### src/rtl/seg_scan_driver.sv
// rtl/seg_scan_driver.sv - 8-digit multiplexed seven-segment scan driver
// Optional build macro SEG_SCAN_BLANK_EN inserts BLANK_CYCLES of dark time
// at the start of every digit slot.
module seg_scan_driver #(
  parameter int SCAN_DIV     = 1000,
  parameter int BLANK_CYCLES = 2
) (
  input  logic       clock,
  input  logic       reset,
  input  logic       scan_en,
  input  logic [7:0] seg_in_0,
  input  logic [7:0] seg_in_1,
  input  logic [7:0] seg_in_2,
  input  logic [7:0] seg_in_3,
  input  logic [7:0] seg_in_4,
  input  logic [7:0] seg_in_5,
  input  logic [7:0] seg_in_6,
  input  logic [7:0] seg_in_7,
  output logic [7:0] seg_an,
  output logic [7:0] seg_out,
  output logic [2:0] cur_digit,
  output logic       frame_tick
);

  localparam int PW = $clog2(SCAN_DIV);
  localparam logic [PW-1:0] PRESC_LAST = PW'(SCAN_DIV - 1);

`ifdef SEG_SCAN_BLANK_EN
  localparam logic [PW-1:0] BLANK_LAST = PW'(BLANK_CYCLES - 1);
  typedef enum logic [1:0] {IDLE, SCAN, BLANK} state_t;
`else
  typedef enum logic [1:0] {IDLE, SCAN} state_t;
`endif

  state_t        state_q;
  logic [PW-1:0] presc_q;
  logic [2:0]    cur_digit_q;
  logic [7:0]    seg_an_q;
  logic [7:0]    seg_out_q;
  logic          frame_tick_q;
  logic [7:0]    shadow_q [8];

  logic [7:0]    seg_in_w [8];
  logic [2:0]    next_digit_d;
  logic          slot_end_d;
  logic          wrap_d;
`ifndef SEG_SCAN_BLANK_EN
  logic [7:0]    next_an_d;
  logic [7:0]    next_pat_d;
`endif

  // Gather the eight input patterns and precompute the next-digit values.
  always_comb begin
    seg_in_w[0]  = seg_in_0;
    seg_in_w[1]  = seg_in_1;
    seg_in_w[2]  = seg_in_2;
    seg_in_w[3]  = seg_in_3;
    seg_in_w[4]  = seg_in_4;
    seg_in_w[5]  = seg_in_5;
    seg_in_w[6]  = seg_in_6;
    seg_in_w[7]  = seg_in_7;
    next_digit_d = cur_digit_q + 3'd1;
    slot_end_d   = (state_q == SCAN) && (presc_q == PRESC_LAST);
    wrap_d       = slot_end_d && (cur_digit_q == 3'd7);
`ifndef SEG_SCAN_BLANK_EN
    next_an_d    = ~(8'd1 << next_digit_d);
    // On the wrap edge digit 0 must show the value being captured right now.
    next_pat_d   = wrap_d ? seg_in_0 : shadow_q[next_digit_d];
`endif
  end

  // Scan FSM: prescaler, digit index, frame snapshot and registered outputs.
  always_ff @(posedge clock) begin
    if (reset) begin
      state_q      <= IDLE;
      presc_q      <= '0;
      cur_digit_q  <= 3'd0;
      seg_an_q     <= 8'hFF;
      seg_out_q    <= 8'hFF;
      frame_tick_q <= 1'b0;
      for (int i = 0; i < 8; i++) shadow_q[i] <= 8'hFF;
    end else begin
      frame_tick_q <= 1'b0;
      case (state_q)
        IDLE: begin
          presc_q     <= '0;
          cur_digit_q <= 3'd0;
          seg_an_q    <= 8'hFF;
          seg_out_q   <= 8'hFF;
          if (scan_en) begin
            for (int i = 0; i < 8; i++) shadow_q[i] <= seg_in_w[i];
`ifdef SEG_SCAN_BLANK_EN
            state_q   <= BLANK;
`else
            state_q   <= SCAN;
            seg_an_q  <= 8'hFE;
            seg_out_q <= seg_in_0;
`endif
          end
        end

        SCAN: begin
          if (!scan_en) begin
            state_q     <= IDLE;
            presc_q     <= '0;
            cur_digit_q <= 3'd0;
            seg_an_q    <= 8'hFF;
            seg_out_q   <= 8'hFF;
          end else if (slot_end_d) begin
            presc_q     <= '0;
            cur_digit_q <= next_digit_d;
            if (wrap_d) begin
              frame_tick_q <= 1'b1;
              for (int i = 0; i < 8; i++) shadow_q[i] <= seg_in_w[i];
            end
`ifdef SEG_SCAN_BLANK_EN
            state_q   <= BLANK;
            seg_an_q  <= 8'hFF;
            seg_out_q <= 8'hFF;
`else
            seg_an_q  <= next_an_d;
            seg_out_q <= next_pat_d;
`endif
          end else begin
            presc_q <= presc_q + 1'b1;
          end
        end

`ifdef SEG_SCAN_BLANK_EN
        BLANK: begin
          if (!scan_en) begin
            state_q     <= IDLE;
            presc_q     <= '0;
            cur_digit_q <= 3'd0;
            seg_an_q    <= 8'hFF;
            seg_out_q   <= 8'hFF;
          end else begin
            // Prescaler keeps counting so the whole slot stays SCAN_DIV long.
            presc_q <= presc_q + 1'b1;
            if (presc_q == BLANK_LAST) begin
              state_q   <= SCAN;
              seg_an_q  <= ~(8'd1 << cur_digit_q);
              seg_out_q <= shadow_q[cur_digit_q];
            end
          end
        end
`endif

        default: state_q <= IDLE;
      endcase
    end
  end

  assign seg_an     = seg_an_q;
  assign seg_out    = seg_out_q;
  assign cur_digit  = cur_digit_q;
  assign frame_tick = frame_tick_q;

endmodule
### config.mk
export PLATFORM = sky130hd
export DESIGN_NAME = seg_scan_driver
export DESIGN_NICKNAME = d
export VERILOG_FILES = /design/src/rtl/seg_scan_driver.sv
export SDC_FILE = /design/constraint.sdc
export NUM_CORES = 1
export LEC_CHECK = 0
export BUFFER_PORTS_ARGS = -buffer_cell sky130_fd_sc_hd__buf_2
export CORE_MARGIN = 3
export CORE_UTILIZATION = 30
export DETAILED_ROUTE_END_ITERATION = 7
export GPL_ROUTABILITY_DRIVEN = 0
export PLACE_DENSITY_LB_ADDON = 0.25
export RECOVER_POWER = 25
export SKIP_LAST_GASP = 1
export SYNTH_ARGS = -nofsm -noshare
export SYNTH_HDL_FRONTEND = slang
export SYNTH_SLANG_ARGS = --single-unit
### constraint.sdc
create_clock -name clock -period 3.3 [get_ports clock]
set_input_delay 0.66 -clock clock [delete_from_list [all_inputs] [get_ports clock]]
set_output_delay 0.66 -clock clock [all_outputs]
set_load 0.01 [all_outputs]
==> run metrics, run 1 <==
vias in the first global route=2967; gr busiest metal=met2; fillers=1419; post-synthesis mux area share=0.1007; Fin. Hold Viols=0; Starting Density=0.3104; CP peak stage delay=0.69 ns; crit path DAT=2.77 ns; H-tree Lvls=3; top cell type by total area after synthesis=edfxtp_1; CP cell instances=clkbuf_2 > inv_1 > ha_1 > mux2i_1 > o2bb2a_1 > o21ai_0; GRT met2 Usage=0.2179; crit-path max FO=20; Final WS setup=0.7964 ns; antenna cells=0; Hold Path Stages=1; Final min period=2.504 ns; port bufs=86; Hold Path Class=reg2reg; Max Clock Freq=0.3994 GHz; initial antenna violation count=0; leakage power=1.684 nW; cts repair resizes=0; Final ANT Viol Nets=0; Cell Area, Synth=about 0.0044 mm2; largest net degree at the start of global routing=49; postcts setup bufs=0; Worst-Margin Slew=around 1.5 ns; Placement Setup Slack=0.8539 ns; R2R cell count=6; Final Cycle Share=0.7587; TritonCTS buffer count=9; #FFs+latches synth=95; PwrDens=543.4 mW/mm2; DRC=0; Hold Crit Start=presc_q[0]; Avg Inst Size Synth=about 13 um2; clock-pin slew on the worst setup and hold paths=0.07 ns; first-pass GRT wire length=16.26 mm; RSZ-0062 raised after global routing=no; met3 Use GR=0.04126; slowest CP cell=ha_1; CTS tree=done; R2R Setup Slk=0.80 ns; power after layout=roughly 0.0028 W; EDFF count, synth=between 60 and 70; register area share after synthesis=0.5811; area of the multi-input gates=0.001665 mm2; layout cells sized above 1=0.2881; routed via count=2915; met1 global-route usage=0.1667; Ys Warns=0; capturing point of the worst reg2reg path=seg_out[6]; drt first pass iters=4; die area=0.01607 mm2; Die Height=around 130 um; routed len/inst=17.33 um; complex-gate fraction of the synthesized area=0.06691; Clock Latency Late Sink=0.35 ns; Setup crit end kind=flip-flop; Netlist cell types=38; Syn Nets=413; Core Area=between 0.01 and 0.015 mm2; status=finished, final reports clean; Max rail drop VDD=0.0003101 V; hold endpoint=presc_q[0]; count of final setup violators=0; Vias/cell=4.858; Routed WL=10.40 mm; total area of sequential cells=roughly 0.0025 mm2; FP Rows=43; CTS Hold Buffers Added=0; clk sink count=95; hpwl dp=7.390 mm; All-Layer GR Usage=0.1316; CTS root buf=clkbuf_16; final setup TNS=0 ns; top-area cell type share of the netlist area=0.4392; Max Cap Viol=0; clock buffer depth=2; number of I/O pins=87; Max Slew Vio Count=0; XOR/XNOR share of the synthesized area=0.01802; Die X=126.8 um; synthesized-area fraction occupied by adder cells=0.02574; First DRT Iteration DRCs=231; Synth area leaders=edfxtp_1 (44%), dfxtp_1 (14%), mux4_2 (8.2%), or3_1 (7.3%), ha_1 (2.6%); kind of critical path=reg2reg; RR Startpoint=cur_digit[0]; relative slew slack=0.01651; Post-Synthesis Cells=337; post-synthesis simple-gate area fraction=0.1693; Post-synth ARST share=0; nets=approximately 500; Main synth FF type=edfxtp_1; area grow syn2layout=18.76%; grt total ovfl=0; largest family of logic cells by synthesized area=simple AND/OR/NAND/NOR gates; Clock Skew=a little under 0.005 ns; Req. time, crit path=3.57 ns; startpoint types=flip-flop
[worst max-delay path, delay by kind of cell (launching register included)]
family          cells  cell delay, ns
buf+inv             2            0.79
fa+ha+maj           1            0.69
compound gates      2            0.46
flops               1            0.33
mux                 1            0.15
[Yosys cell counts, drive strengths merged, types with 2 or more instances]
master	number
o21ai	12
ha	9
and4	2
a211o	3
edfxtp	64
nand3	7
or2	16
a21o	2
mux4	16
and3	4
nand2	6
nand4	3
a311oi	8
or3	51
dfxtp	31
nor2b	10
a21oi	3
xnor2	6
o2bb2a	8
buf	12
nor2	20
clkbuf	14
nor3	2
inv	7
xor2	3
o211ai	2
mux2i	8
nand2b	2
[worst max path at each step]
stage / start / to / slack [ns] / cells past startpoint
after floorplan: presc_q[2] / shadow_q[0][0] / 1.16 / 5
after global placement: cur_digit[1] / seg_out[3] / 0.93 / 6
after detailed placement: cur_digit[1] / seg_out[4] / 0.85 / 6
after CTS: cur_digit[1] / seg_out[4] / 0.85 / 6
after global routing: cur_digit[0] / seg_out[6] / 0.54 / 6
final: cur_digit[0] / seg_out[6] / 0.80 / 6
[state kept, by name, indices dropped and copies added (netlist names)]
| register | flops |
|---|---|
| shadow_q | 64 |
| state_q | 1 |
| cur_digit | 3 |
| seg_out | 8 |
| presc_q | 10 |
| frame_tick | 1 |
| seg_an | 8 |
[metal layers]
| layer | routed length [um] | vias to the layer above | share of wire |
|---|---|---|---|
| met5 | 0 | - | 0 |
| met4 | 112 | 0 | 0.011 |
| met3 | 522 | 9 | 0.050 |
| met2 | 5092 | 76 | 0.49 |
| met1 | 4669 | 1404 | 0.45 |
| li1 | - | 1426 | - |
[per-stage QoR]
step / utilization / hold WS [ns] / instances / instance area, um2
floorplan: - / 0.4302 / 337 / 4375
global placement: 0.3506 / 0.4415 / 584 / 4942
detailed placement: 0.3506 / 0.4568 / 584 / 4942
CTS: 0.3708 / 0.4727 / 600 / 5226
global route: 0.3686 / 0.4966 / 600 / 5196
finish: 0.3686 / 0.4706 / 600 / 5196
[final cells by class]
type / instances / share of cell area
Timing Repair Buffer: 93 / 0.08717
Clock buffer: 10 / 0.04406
Tap cell: 180 / 0.04334
Inverter: 7 / 0.005057
Clock inverter: 6 / 0.01059
Multi-Input combinational cell: 209 / 0.3205
Sequential cell: 95 / 0.4893
[kinds of logic after synthesis]
family / count (synthesis)
fa+ha+maj: 9
xor+xnor: 9
mux: 24
buf+inv: 33
compound gates: 39
flops: 95
simple gates: 128
[report_power, final]
group | leakage [nW] | switching (W) | internal (W)
logic | 0.764 | 0.000247 | 0.000156
clock network | 0.138 | 0.000475 | 0.000525
registers | 0.782 | 0.0000335 | 0.00139
[cells in the final DEF (no fill, tap or decap), types with 4 or more instances in the layout]
| master | count |
|---|---|
| nand2_1 | 6 |
| xnor2_1 | 6 |
| mux4_2 | 16 |
| nor2b_1 | 10 |
| and3_1 | 4 |
| mux2i_1 | 8 |
| dfxtp_1 | 31 |
| or2_2 | 16 |
| clkbuf_16 | 9 |
| a311oi_1 | 8 |
| o21ai_0 | 12 |
| o2bb2a_1 | 8 |
| clkbuf_1 | 21 |
| nor2_1 | 20 |
| buf_2 | 66 |
| or3_1 | 51 |
| edfxtp_1 | 64 |
| inv_1 | 7 |
| ha_1 | 9 |
| buf_4 | 5 |
| nand3_1 | 7 |
Power figures use the tool's default switching activity.
==> inputs of run 2 (changes only) <==
==> constraint.sdc (replaced) <==
create_clock -name clock -period 2.25 [get_ports clock]
set_input_delay 0.45 -clock clock [delete_from_list [all_inputs] [get_ports clock]]
set_output_delay 0.45 -clock clock [all_outputs]
set_load 0.01 [all_outputs]
==> run 2 against run 1 <==
  * Maximum frequency rose by 24%
  * Critical endpoint is now shadow_q[5][1]
  * Flip-flop and latch count unchanged
  * Via count increased by 0.75%
  * Critical path depth shrank 1
  * Clock power grew 44%
  * Final cell count rose by 0.50%
  * Register-to-register slack lost 0.56 ns
  * Routed wire length fell by 2.5%
==> run metrics, run 2 (same netlist as run 1, synthesis figures left out) <==
initial antenna violation count=0 (unchanged); DRC=0 (unchanged); biggest regs=shadow_q x64, presc_q x10; Final Cycle Share=0.8960 (+0.1373); Worst-Margin Slew=0.9628 ns (-0.5124 ns); startpoint types=flip-flop; Max Cap Viol=0 (unchanged); clock buffer depth=2 (unchanged); Finished Layout Cells=603 (+0.50%); Top delay family on crit path=simple AND/OR/NAND/NOR gates; Req. time, crit path=2.33 ns (-1.24 ns); Max rail drop VDD=0.0004466 V (+44%); Fin. Hold Viols=0 (unchanged); Routed WL=10.14 mm (-2.5%); routed via count=2937 (+0.75%); Die Height=126.8 um (unchanged); clk sink count=95 (unchanged); number of I/O pins=87 (unchanged); max reg flops=64 (unchanged); R2R Setup Slk=0.23 ns (-0.56 ns); vias in the first global route=2978 (+0.37%); H-tree Lvls=3 (unchanged); drt first pass iters=4 (unchanged); First DRT Iteration DRCs=229 (-0.87%); Final ANT Viol Nets=0 (unchanged); leakage power=1.697 nW (+0.75%); area grow syn2layout=19.33%; nets=494 (+0.61%); postcts setup bufs=0 (unchanged); routed len/inst=16.81 um (-2.9%); Setup crit end kind=flip-flop; Crit. Startpoint=presc_q[0]; first-pass GRT wire length=16.08 mm (-1.1%); Hold Crit Start=seg_in_4[3]; Vias/cell=4.871 (+0.25%); die area=0.01607 mm2 (unchanged); layout cells sized above 1=0.2884 (+0.0003208); Clock Skew=0.009874 ns (+0.005018 ns); antenna cells=0 (unchanged); PwrDens=784.6 mW/mm2 (+44%); relative slew slack=0.3581 (+0.3416); Max Clock Freq=0.4960 GHz (+24%); port bufs=86 (unchanged); slowest CP cell=and4_1; met3 Use GR=0.03242 (-0.008842); RSZ-0062 raised after global routing=no; crit path DAT=2.10 ns (-0.67 ns); hold_ws=0.3611 ns (-0.1095 ns); Final min period=2.016 ns (-0.4876 ns); commonest non-fill, non-tap cells in the layout=buf_2 (66), edfxtp_1 (64), or3_1 (51), dfxtp_1 (31), clkbuf_1 (22); RR Startpoint=presc_q[0]; Starting Density=0.3104 (unchanged); kind of critical path=reg2reg; FP Rows=43 (unchanged); Core Area=0.01410 mm2 (unchanged); CTS tree=done; status=finished, final reports clean; Clock Latency Late Sink=0.34 ns (about the same); crit-path max FO=48 (+140%); hpwl dp=7.239 mm (-2.0%); met1 global-route usage=0.1741 (+0.007423); CP peak stage delay=0.39 ns (-0.30 ns); placed instance count=587 (+0.51%); GRT met2 Usage=0.2052 (-0.01276); most common cell after layout, fill and taps aside=buf_2; Hold Path Class=in2reg; Die X=126.8 um (unchanged); count of final setup violators=0 (unchanged); All-Layer GR Usage=0.1277 (-0.003893); CP cell instances=ha_1 > and4_1 > a21oi_2 > buf_4 > or3_1; Max Slew Vio Count=0 (unchanged); CP Buf/Inv Count=1 (-1); TritonCTS buffer count=9 (unchanged); largest net degree at the start of global routing=65 (+33%); clock-pin slew on the worst setup and hold paths=0.07 ns (about the same); CTS root buf=clkbuf_16; grt total ovfl=0 (unchanged); CTS Hold Buffers Added=0 (unchanged); cts repair resizes=0 (unchanged); gr busiest metal=met2; final setup TNS=0 ns (unchanged); Most flops, register=shadow_q
## run 2: changes by cell type in the layout (fill, tap and decap cells not counted), sizes merged
cell,previous run,this run
buf,71,74
clkinv,3,1
inv,10,11
clkinvlp,0,1
## run 2: final cells by class
class	count	area (um2)
Clock buffer	10	229.0
Clock inverter	6	48.80
Fill cell	1404	8875
Inverter	7	26.28
Multi-Input combinational cell	209	1663
Sequential cell	95	2542
Tap cell	180	225.2
Timing Repair Buffer	96	486.7
## run 2: per-layer routing
metal | wire (um) | share of wire
met2 | 4941 | 0.49
met5 | 0 | 0
met4 | 68 | 0.0067
met3 | 486 | 0.048
met1 | 4643 | 0.46
## run 2: power breakdown
group          internal [W]  total (W)  switching [W]  leakage, nW
Clock              0.000766    0.00144       0.000678        0.133
Combinational      0.000222   0.000551       0.000330        0.781
Sequential          0.00204    0.00210      0.0000563        0.782
## run 2: worst reg2reg max path, cell delays in order, from the launching register on
cell and delay [ns]:
dfxtp_1 0.37, ha_1 0.27, and4_1 0.39, a21oi_2 0.09, buf_4 0.24, or3_1 0.39
## run 2: through the flow
| step | utilization | setup slack, ns | cell area, um2 | total power [W] |
|---|---|---|---|---|
| after floorplan | - | 0.1107 | 4375 | 0.002497 |
| after global placement | 0.3531 | 0.2826 | 4977 | 0.002702 |
| after detailed placement | 0.3531 | 0.2563 | 4977 | 0.002715 |
| after CTS | 0.3728 | 0.2304 | 5255 | 0.004163 |
| after global routing | 0.3704 | 0.07623 | 5221 | 0.004289 |
| final | 0.3704 | 0.2340 | 5221 | 0.004097 |
## run 2: worst paths after layout
kind | endpoint | cells after the start
worst max register to register | shadow_q[5][1] | 5
worst min register to register | presc_q[0] | 1
worst max-delay path | shadow_q[5][1] | 5
worst min-delay path | shadow_q[4][3] | 2
==> inputs of run 3 (changes only) <==
--- a/config.mk
+++ b/config.mk
@@ -5,6 +5,7 @@
 export SDC_FILE = /design/constraint.sdc
 export NUM_CORES = 1
 export LEC_CHECK = 0
+export ABC_AREA = 1
 export BUFFER_PORTS_ARGS = -buffer_cell sky130_fd_sc_hd__buf_2
 export CORE_MARGIN = 3
 export CORE_UTILIZATION = 30
==> run 3 against run 2 <==
  * Highest routed layer unchanged
  * Largest cell class unchanged
  * Largest power group unchanged
  * Critical path type unchanged
  * Global-route usage is 0.89 points higher
  * Via count is 24% higher
  * Area after synthesis is 8.9% higher
  * Clock power is 3% higher
==> run metrics, run 3 <==
port bufs=86 (unchanged); CTS root buf=clkbuf_16; #FFs+latches synth=95 (unchanged); startpoint types=flip-flop; Sw Pwr=0.001129 W (+6.1%); first-pass GRT wire length=18.90 mm (+18%); max reg flops=64 (unchanged); status=finished, final reports clean; Most flops, register=shadow_q; Max Clock Freq=0.5204 GHz (+4.9%); First DRT Iteration DRCs=196 (-14%); DRC=0 (unchanged); drt first pass iters=5 (+1); register area share after synthesis=0.5335 (-0.04760); H-tree Lvls=3 (unchanged); most common cell after layout, fill and taps aside=nand2_1; Final WS setup=0.3283 ns (+0.09434 ns); total area of sequential cells=0.002542 mm2 (unchanged); Finished Layout Cells=813 (+35%); placed instance count=797 (+36%); count of final setup violators=0 (unchanged); Starting Density=0.3101 (-0.0003500); Hold Path Class=in2reg; number of I/O pins=87 (unchanged); Syn Nets=588 (+42%); Max Slew Vio Count=0 (unchanged); met3 wire len=464 um (-4.5%); Worst-Margin Slew=0.8997 ns (-0.06313 ns); top-count cell post-synth=nand2_1; Routed WL=11.81 mm (+16%); EDFF count, synth=64 (unchanged); Placement Setup Slack=0.3263 ns (+0.07000 ns); cts repair resizes=0 (unchanged); clk sink count=95 (unchanged); Cell Area, Synth=0.004766 mm2 (+8.9%); Post-DP Area=0.005453 mm2 (+9.6%); Post-synth ARST share=0 (unchanged); kind of critical path=reg2reg; antenna cells=0 (unchanged); Internal Power=0.003158 W (+4.1%); initial antenna violation count=0 (unchanged); biggest regs=shadow_q x64, presc_q x10; Post-synth top cells=nand2_1 (107), edfxtp_1 (64), nand3_1 (51); FP Rows=45 (+4.7%); Req. time, crit path=2.32 ns (about the same); postcts setup bufs=0 (unchanged); routed metal-1 wire length=5.259 mm (+13%); clock-pin slew on the worst setup and hold paths=0.07 ns (about the same); Clock Power Share=0.346 (-0.007); Max rail drop VDD=0.0004082 V (-8.6%); area of the multi-input gates=0.001869 mm2 (+12%); largest net degree at the start of global routing=34 (-48%); Netlist cell types=30 (-21%); Comb pwr share=0.161 (+0.026); routed length on met2=5.776 mm (+17%); Core Area=0.01537 mm2 (+9.0%); final setup TNS=0 ns (unchanged); top cell type by total area after synthesis=edfxtp_1; Post-Synthesis Cells=512 (+52%); Final Cycle Share=0.8541 (-0.04193); layout cells sized above 1=0.2575 (-0.03094); Ys Warns=0 (unchanged); Main synth FF type=edfxtp_1; area grow syn2layout=19.61%; hpwl dp=8.471 mm (+17%); Avg Inst Size Synth=9.308 um2 (-28%); Final Cell Area=0.005700 mm2 (+9.2%); routed via count=3652 (+24%); RSZ-0062 raised after global routing=no; Final ANT Viol Nets=0 (unchanged); Synth area leaders=edfxtp_1 (40%), dfxtp_1 (13%), nand2_1 (8.4%), nand3_1 (5.4%), nand3b_1 (4.7%); vias in the first global route=3665 (+23%); die area=0.01743 mm2 (+8.5%); Die X=132.0 um (+4.2%); Setup crit end kind=flip-flop; Vias/cell=4.492 (-7.8%); leakage power=2.391 nW (+41%); Net Sw Frac=0.2633 (+0.003623); commonest non-fill, non-tap cells in the layout=nand2_1 (107), buf_2 (66), edfxtp_1 (64), nand3_1 (52), inv_1 (49); CTS Hold Buffers Added=0 (unchanged); Max Cap Viol=0 (unchanged); Fin. Hold Viols=0 (unchanged); clock buffer depth=2 (unchanged); routed len/inst=14.53 um (-14%); Final min period=1.922 ns (-0.09434 ns); relative slew slack=0.4002 (+0.04209); TritonCTS buffer count=9 (unchanged); All-Layer GR Usage=0.1366 (+0.008922); Reg power frac=0.493 (-0.020); CTS tree=done; crit path DAT=2.00 ns (-0.10 ns); PwrDens=752.0 mW/mm2 (-4.2%); top-area cell type share of the netlist area=0.4033 (-0.03598); crit-path max FO=28 (-42%); fillers=1603 (+14%); nets=673 (+36%); Die Height=132.0 um (+4.2%); highest routed metal layer=met4; Clock Skew=0.009176 ns (-0.0006979 ns); Clock Latency Late Sink=0.34 ns (about the same); grt total ovfl=0 (unchanged)
==> run 3: cell count changes after synthesis, sizes merged, moves of 32 or more <==
| cell | change |
|---|---|
| inv | +43 |
| nor2 | +32 |
| nand3b | +49 |
| nand3 | +46 |
| or3 | -51 |
| nand2 | +104 |
==> run 3: metal layers <==
metal,global-route usage,up-vias
met5,0,-
met4,0.05776,0
met3,0.02748,21
met2,0.2212,81
met1,0.1783,1704
li1,-,1846
==> run 3: area by class of cell <==
cell class / instances / share of cell area
Timing Repair Buffer: 101 / 0.09680
Sequential cell: 95 / 0.4460
Inverter: 51 / 0.03358
Tap cell: 211 / 0.04631
Clock inverter: 6 / 0.009219
Multi-Input combinational cell: 339 / 0.3279
Clock buffer: 10 / 0.04017
==> run 3: logic make-up after synthesis <==
| logic type | Yosys count | share of synthesized area |
|---|---|---|
| AND/OR/NAND/NOR | 304 | 0.3400 |
| flip-flops | 95 | 0.5335 |
| buffers and inverters | 78 | 0.07324 |
| AO/OA/AOI/OAI | 25 | 0.02783 |
| adder cells (fa/ha/maj) | 9 | 0.02363 |
| XOR/XNOR | 1 | 0.001838 |
==> run 3: stage by stage <==
stage | utilization | total power, W | hold WS (ns)
finish | 0.3709 | 0.004287 | 0.3455
global route | 0.3709 | 0.004499 | 0.3471
CTS | 0.3731 | 0.004353 | 0.3412
detailed placement | 0.3547 | 0.002870 | 0.4622
global placement | 0.3547 | 0.002855 | 0.4438
floorplan | - | 0.002628 | 0.4303
==> run 3: worst paths after layout <==
check	start	end	slack, ns	cells past startpoint
hold reg to reg	seg_an[7]	seg_an[7]	0.47	2
hold / removal	seg_in_0[5]	seg_out[5]	0.35	3
setup reg to reg	presc_q[0]	shadow_q[2][1]	0.33	9
setup / recovery	presc_q[0]	shadow_q[2][1]	0.33	9
==> run 3: critical path, stage by stage, from the launching register on <==
cell,delay [ns]
dfxtp_1,0.38
ha_1,0.22
nand2_1,0.08
nor2_2,0.13
nand3_2,0.11
nor2_4,0.15
nand2_4,0.09
nand2_4,0.08
buf_4,0.29
nand3b_1,0.13
==> run 3: power groups by stage <==
stage          clock, W  sequential, W  combinational [W]
5_1_grt         0.00159        0.00213           0.000778
2_1_floorplan         0        0.00216           0.000470
3_5_place_dp          0        0.00215           0.000716
6_report        0.00148        0.00211           0.000690
4_1_cts         0.00152        0.00212           0.000718
3_3_place_gp          0        0.00215           0.000703
